### src/rtl/seq_divider.sv
// Iterative radix-2 restoring divider for RV32M DIV/DIVU/REM/REMU.
// Divides operand magnitudes over 32 CALC steps, then fixes the result sign in a FIX cycle.
module seq_divider #(
    parameter int WIDTH = 32
) (
    input  logic             clk,
    input  logic             reset_n_i,
    input  logic             ce_i,
    input  logic             valid_i,
    input  logic [WIDTH-1:0] dividend_i,
    input  logic [WIDTH-1:0] divisor_i,
    input  logic [1:0]       op_i,
    output logic [WIDTH-1:0] result_o,
    output logic             ready_o,
    output logic             busy_o,
    output logic             div_by_zero_o
);
    localparam int CNT_W = $clog2(WIDTH);

    typedef enum logic [1:0] {S_IDLE, S_CALC, S_FIX} state_t;

    state_t           r_state, w_next;
    logic             r_is_rem, r_q_neg, r_r_neg, r_dbz;
    logic [WIDTH-1:0] r_rem, r_q, r_dvs;
    logic [CNT_W-1:0] r_cnt;
    logic [WIDTH-1:0] r_result;
    logic             r_ready, r_dbz_out;

    logic             w_signed, w_zero;
    logic [WIDTH-1:0] w_a_mag, w_b_mag, w_q_res, w_r_res;
    logic [WIDTH:0]   w_trial;

    assign w_signed = ~op_i[0];
    assign w_zero   = (divisor_i == '0);
    assign w_a_mag  = (w_signed && dividend_i[WIDTH-1]) ? -dividend_i : dividend_i;
    assign w_b_mag  = (w_signed && divisor_i[WIDTH-1])  ? -divisor_i  : divisor_i;
    // Remainder stays below the divisor, so its 33rd bit is always zero and is not stored.
    assign w_trial  = {r_rem, r_q[WIDTH-1]} - {1'b0, r_dvs};
    assign w_q_res  = r_q_neg ? -r_q   : r_q;
    assign w_r_res  = r_r_neg ? -r_rem : r_rem;

    always_ff @(posedge clk or negedge reset_n_i) begin
        if (!reset_n_i)
            r_state <= S_IDLE;
        else if (ce_i)
            r_state <= w_next;
    end

    always_comb begin
        w_next = r_state;
        case (r_state)
            S_IDLE:  if (valid_i) w_next = w_zero ? S_FIX : S_CALC;
            S_CALC:  if (r_cnt == CNT_W'(WIDTH-1)) w_next = S_FIX;
            S_FIX:   w_next = S_IDLE;
            default: w_next = S_IDLE;
        endcase
    end

    always_comb begin
        busy_o = (r_state != S_IDLE);
    end

    always_ff @(posedge clk or negedge reset_n_i) begin
        if (!reset_n_i) begin
            r_is_rem  <= 1'b0;
            r_q_neg   <= 1'b0;
            r_r_neg   <= 1'b0;
            r_dbz     <= 1'b0;
            r_rem     <= '0;
            r_q       <= '0;
            r_dvs     <= '0;
            r_cnt     <= '0;
            r_result  <= '0;
            r_ready   <= 1'b0;
            r_dbz_out <= 1'b0;
        end else if (ce_i) begin
            r_ready   <= 1'b0;
            r_dbz_out <= 1'b0;
            case (r_state)
                S_IDLE: if (valid_i) begin
                    r_is_rem <= op_i[1];
                    r_cnt    <= '0;
                    r_dvs    <= w_b_mag;
                    if (w_zero) begin
                        // Preload so FIX yields all-ones quotient / raw dividend remainder.
                        r_dbz   <= 1'b1;
                        r_q_neg <= 1'b0;
                        r_r_neg <= 1'b0;
                        r_q     <= '1;
                        r_rem   <= dividend_i;
                    end else begin
                        r_dbz   <= 1'b0;
                        r_q_neg <= w_signed & (dividend_i[WIDTH-1] ^ divisor_i[WIDTH-1]);
                        r_r_neg <= w_signed & dividend_i[WIDTH-1];
                        r_q     <= w_a_mag;
                        r_rem   <= '0;
                    end
                end
                S_CALC: begin
                    if (!w_trial[WIDTH]) begin
                        r_rem <= w_trial[WIDTH-1:0];
                        r_q   <= {r_q[WIDTH-2:0], 1'b1};
                    end else begin
                        r_rem <= {r_rem[WIDTH-2:0], r_q[WIDTH-1]};
                        r_q   <= {r_q[WIDTH-2:0], 1'b0};
                    end
                    r_cnt <= r_cnt + CNT_W'(1);
                end
                S_FIX: begin
                    r_ready   <= 1'b1;
                    r_dbz_out <= r_dbz;
                    r_result  <= r_is_rem ? w_r_res : w_q_res;
                end
                default: ;
            endcase
        end
    end

    assign result_o      = r_result;
    assign ready_o       = r_ready;
    assign div_by_zero_o = r_dbz_out;
endmodule
### config.mk
export PLATFORM = sky130hd
export DESIGN_NAME = seq_divider
export DESIGN_NICKNAME = d
export VERILOG_FILES = /design/src/rtl/seq_divider.sv
export SDC_FILE = /design/constraint.sdc
export NUM_CORES = 1
export LEC_CHECK = 0
export CORE_MARGIN = 4
export CORE_UTILIZATION = 40
export CTS_BUF_LIST = sky130_fd_sc_hd__clkbuf_4 sky130_fd_sc_hd__clkbuf_8
export CTS_CLUSTER_DIAMETER = 80
export DETAILED_ROUTE_END_ITERATION = 6
export GPL_TIMING_DRIVEN = 1
export HOLD_SLACK_MARGIN = 0.03
export SYNTH_ARGS = -nofsm -noshare
export SYNTH_HDL_FRONTEND = slang
export SYNTH_SLANG_ARGS = --single-unit
### constraint.sdc
create_clock -name clk -period 4.35 [get_ports clk]
set_clock_uncertainty 0.15 [all_clocks]
set_input_delay 0.87 -clock clk [delete_from_list [all_inputs] [get_ports clk]]
set_output_delay 0.87 -clock clk [all_outputs]
set_load 0.02 [all_outputs]
==> results.md <==
- The internal power of the cells is 5.17 mW.
- The count of maximum capacitance violations is 0.
- Entering global routing, the biggest net connects 111 pins.
- The final worst slack is 0.596 ns.
- In the final layout, the multi-input gates occupy 0.00660 sq mm.
- The proportion of total power due to net switching is 48.0%.
- The largest vdd supply drop is 531 uV.
- For the worst setup path, the data arrival time is 3.97 ns.
- The register share of total power is 25.6%.
- The final worst-path cycle share is 86.3%.
- Of the total power, the clock network draws 12.3%.
- Detailed routing inserted a total of 9659 vias.
- The average cell area after synthesis is 7.91 sq um.
- The synthesized instance count is 1344.
- Power comes to 9.94 mW.
- The number of flops mapped to enable cells by yosys is 0.
- The number of nets in the final layout is 1528.
- The number of setup buffers added after CTS is 0.
- During synthesis, Yosys emitted a total of 0 warnings.
- The relative area change from synthesis to final layout is 17.4%.
- The leakage component of the power is 5.19 nW.
- The count of antenna-violating nets left after detailed routing is 0.
- The synthesis-stage register bit count is 141.
- The most frequently used flop master after synthesis is sky130_fd_sc_hd__dfrtp_1.
- TritonCTS built the clock tree.
- The startpoint class of the critical path is a register.
- For this design, the sink count on the clock tree is 141.
- The DRC violation total after the first TritonRoute iteration is 722.
- The number of CTS-inserted buffers is 17.
- Static timing analysis puts the maximum clock frequency at 266 MHz.
- The critical path start-end classification is reg2reg.
- The placed cell count is 1735.
- The max-slew violation total from the final report came to 0.
- CTS placed an instance of sky130_fd_sc_hd__clkbuf_8 at the clock tree root.
- Clock latency on the worst-skew pair, taken at its later pin, is 0.44 ns.
- After clock tree synthesis, the clock-pin slew on the worst setup and hold paths is 0.08 ns.
- The residual DRC count is 0.
- The placement-stage cell area is 0.0120 sq mm.
- Setup repair after global routing left no endpoint under its margin.
- The global-route wire length before repair is 48100 microns.
- The repair_antennas step left the layout with diodes totalling 0.
- The combinational cell fraction of total power is 62.1%.
- Counting along the longest clock path gives a buffer depth of 2.
- Once detailed placement completed, the half-perimeter wirelength came to 22700 microns.
- The worst setup slack before clock tree synthesis is 0.337 ns.
- The final setup TNS is 0 ns.
- The worst setup path is captured at a register.
- The synthesized netlist net count is 1453.
- The run finished with clean final reports.
- The total area inside the core boundary comes to 0.0261 sq mm.
- The number of buffers inserted by hold repair at cts is 0.
- Of all flip-flops after synthesis, the portion carrying an async set or reset was 100%.
- The share of final-layout standard cells stronger than drive strength 1 is 5.66%.
- Fill cells in the final layout number 2647.
- The congestion estimate from routability-driven global placement came to 0.887.
- At the worst endpoint, the required time is 4.57 ns.
- The mapped netlist covers 0.0106 sq mm.
- In the final routed layout, each cell accounts on average for 16.7 microns.
- The die covers 0.0292 sq mm.
- Subtracting the final worst setup slack from the clock period gives 3.75 ns.
- Global routing finished with a remaining overflow of 0.
- The H-tree was split into 4 levels.
- The number of antenna violations at the first check in global routing is 0.
- The I/O pin count is 105.
- The maximum fanout encountered on the critical timing path is 4.
- The area taken by flip-flops and latches is 0.00353 sq mm.
- The summed area of non-filler cells in the final layout is 0.0125 sq mm.
- The number of unique standard cell types used by synthesis is 64.
- Gates resized during post-CTS repair numbered 0.
- The number of hold violations in the final report is 0.
- In this run the tightest slew margin relative to its limit is 24.8%.
- The total iterations of the first detailed-routing run is 5.
- The sum of routed wire length over all layers is 29500 microns.
- The floorplan step set the die height to 171 microns.
- The path class of the tightest hold or removal check is in2async.
- The row count is 59.
- In the routed layout, each cell is associated on average with a via count of 5.47.
- The number of cells in the finished layout apart from fillers is 1767.
- Summed over all nets, the switching power comes to 4.78 mW.
- The power density normalized to cell area is 797 mW/mm^2.
- In the global route stage, overall resource usage came out at 20.2%.
- Setup violations remaining at the end of the flow were counted as 0.
- Input and output buffers added on the ports amount to 104.
- Sequential elements use 33.2% of the synthesized area.
- At the pin with the least slew margin, the transition time is 1.13 ns.
- The initial core utilization is 40.7%.
- The number of global-route vias before repair is 9102.
- The die is 171 microns wide.
==> kinds of logic (layout without fill, tap and decap cells) <==
kind of cell | Yosys count | in the layout | synth area share (%)
DFF | 141 | 141 | 33.2
and+or+nand+nor | 420 | 420 | 18.5
xor gates and xnor gates | 150 | 150 | 12.5
adders and majority gates | 39 | 39 | 4.66
muxes | 5 | 5 | 0.483
AOI/OAI and AO/OA | 459 | 459 | 25.7
buffers and inverters | 130 | 218 | 4.97
==> worst max-delay path, stage by stage (launching register included) <==
cell and delay (ns):
sky130_fd_sc_hd__dfrtp_1 0.43, sky130_fd_sc_hd__inv_1 0.17, sky130_fd_sc_hd__ha_1 0.29, sky130_fd_sc_hd__fa_1 0.39
sky130_fd_sc_hd__nand2b_1 0.20, sky130_fd_sc_hd__a21oi_1 0.24, sky130_fd_sc_hd__or3_1 0.24, sky130_fd_sc_hd__a211oi_1 0.10
sky130_fd_sc_hd__buf_4 0.16, sky130_fd_sc_hd__o31ai_1 0.53, sky130_fd_sc_hd__a31oi_1 0.19, sky130_fd_sc_hd__xnor2_1 0.30
sky130_fd_sc_hd__a21oi_1 0.13, sky130_fd_sc_hd__nor3_2 0.17
==> metal layers <==
layer  part of all wire, %  global-route usage [%]  wire length (microns)  up-vias
met5                     0                       0                      0        -
met4                   1.7                    5.61                    513        0
met3                   4.9                    2.52                   1430       26
met2                    43                    30.7                  12700      249
met1                    50                    30.4                  14900     4437
li1                      -                       -                      -     4947
==> worst paths after layout <==
kind | start | slack, ns | endpoint | depth (start not counted)
setup reg to reg | r_q[31] | 0.60 | r_rem[26] | 13
hold / removal | reset_n_i | 0.31 | r_q[6] | 1
hold reg to reg | result_o[21] | 0.33 | result_o[21] | 2
min in group clk | result_o[21] | 0.33 | result_o[21] | 2
setup / recovery | r_q[31] | 0.60 | r_rem[26] | 13
max in group asynchronous | reset_n_i | 2.68 | result_o[23] | 2
==> final cells by class <==
type	count	share of cell area, %
multi-input combinational	1073	52.9
sequential	141	28.3
tap	335	3.36
clock inverter	10	1.28
clock buffer	22	2.38
timing repair buffer	130	10.1
inverter	56	1.68
==> power by group through the flow <==
stage          clock network, mW  logic, mW  registers [mW]
3_5_place_dp                   0       6.14            2.55
6_report                    1.22       6.17            2.55
4_1_cts                     1.26       6.16            2.52
5_1_grt                     1.32       6.92            2.63
3_3_place_gp                   0       6.09            2.54
2_1_floorplan                  0       4.75            2.29
==> state kept, by name, summed over array words and instances (netlist names) <==
| name | count |
|---|---|
| r_q_neg | 1 |
| r_is_rem | 1 |
| result_o | 32 |
| r_r_neg | 1 |
| r_dvs | 32 |
| r_cnt | 5 |
| r_state | 2 |
| ready_o | 1 |
| r_q | 32 |
| div_by_zero_o | 1 |
| r_dbz | 1 |
| r_rem | 32 |
==> stage by stage <==
stage | hold slack (ns) | util (%)
5_1_grt | 0.340 | 47.7
4_1_cts | 0.331 | 47.7
2_1_floorplan | 0.297 | -
3_3_place_gp | 0.309 | 46.0
6_report | 0.314 | 47.7
3_5_place_dp | 0.312 | 46.0
==> placed cells by master (no fill, tap or decap), types with 10 or more instances in the layout <==
| master | synthesis | routed |
|---|---|---|
| sky130_fd_sc_hd__a31oi_1 | 26 | 26 |
| sky130_fd_sc_hd__nor2_1 | 86 | 85 |
| sky130_fd_sc_hd__xnor2_1 | 79 | 79 |
| sky130_fd_sc_hd__inv_1 | 55 | 55 |
| sky130_fd_sc_hd__a21oi_1 | 131 | 131 |
| sky130_fd_sc_hd__clkdlybuf4s50_1 | 0 | 103 |
| sky130_fd_sc_hd__and3_1 | 15 | 15 |
| sky130_fd_sc_hd__buf_4 | 4 | 24 |
| sky130_fd_sc_hd__o41ai_1 | 11 | 11 |
| sky130_fd_sc_hd__o221ai_1 | 10 | 10 |
| sky130_fd_sc_hd__dfrtp_1 | 141 | 141 |
| sky130_fd_sc_hd__xor2_1 | 70 | 69 |
| sky130_fd_sc_hd__or3_1 | 13 | 13 |
| sky130_fd_sc_hd__nand2_1 | 186 | 186 |
| sky130_fd_sc_hd__o31ai_1 | 29 | 29 |
| sky130_fd_sc_hd__nand2b_1 | 13 | 13 |
| sky130_fd_sc_hd__nor3_1 | 31 | 31 |
| sky130_fd_sc_hd__a21o_1 | 25 | 25 |
| sky130_fd_sc_hd__ha_1 | 38 | 38 |
| sky130_fd_sc_hd__clkbuf_8 | 0 | 21 |
| sky130_fd_sc_hd__o21ai_1 | 32 | 32 |
| sky130_fd_sc_hd__o21ai_0 | 122 | 121 |
| sky130_fd_sc_hd__nand3_1 | 16 | 15 |
| sky130_fd_sc_hd__or4_1 | 13 | 13 |
| sky130_fd_sc_hd__o22ai_1 | 38 | 38 |
==> Yosys cell counts, drive strengths merged (10+ instances only) <==
cell type,instances,share of area (%)
a21o,25,1.8
a21oi,131,6.2
a31oi,26,1.5
and3,15,0.88
buf,16,0.94
clkbuf,58,2.0
dfrtp,141,33
ha,38,4.5
inv,55,1.9
nand2,187,6.7
nand2b,13,0.77
nand3,16,0.75
nor2,87,3.1
nor3,32,1.6
nor4,11,0.99
o21ai,154,7.3
o221ai,10,0.82
o22ai,38,2.2
o31ai,29,2.0
o41ai,14,1.4
or3,13,0.77
or4,14,1.0
xnor2,80,6.8
xor2,70,5.8
Note: power is estimated with default switching activity, not from simulation.
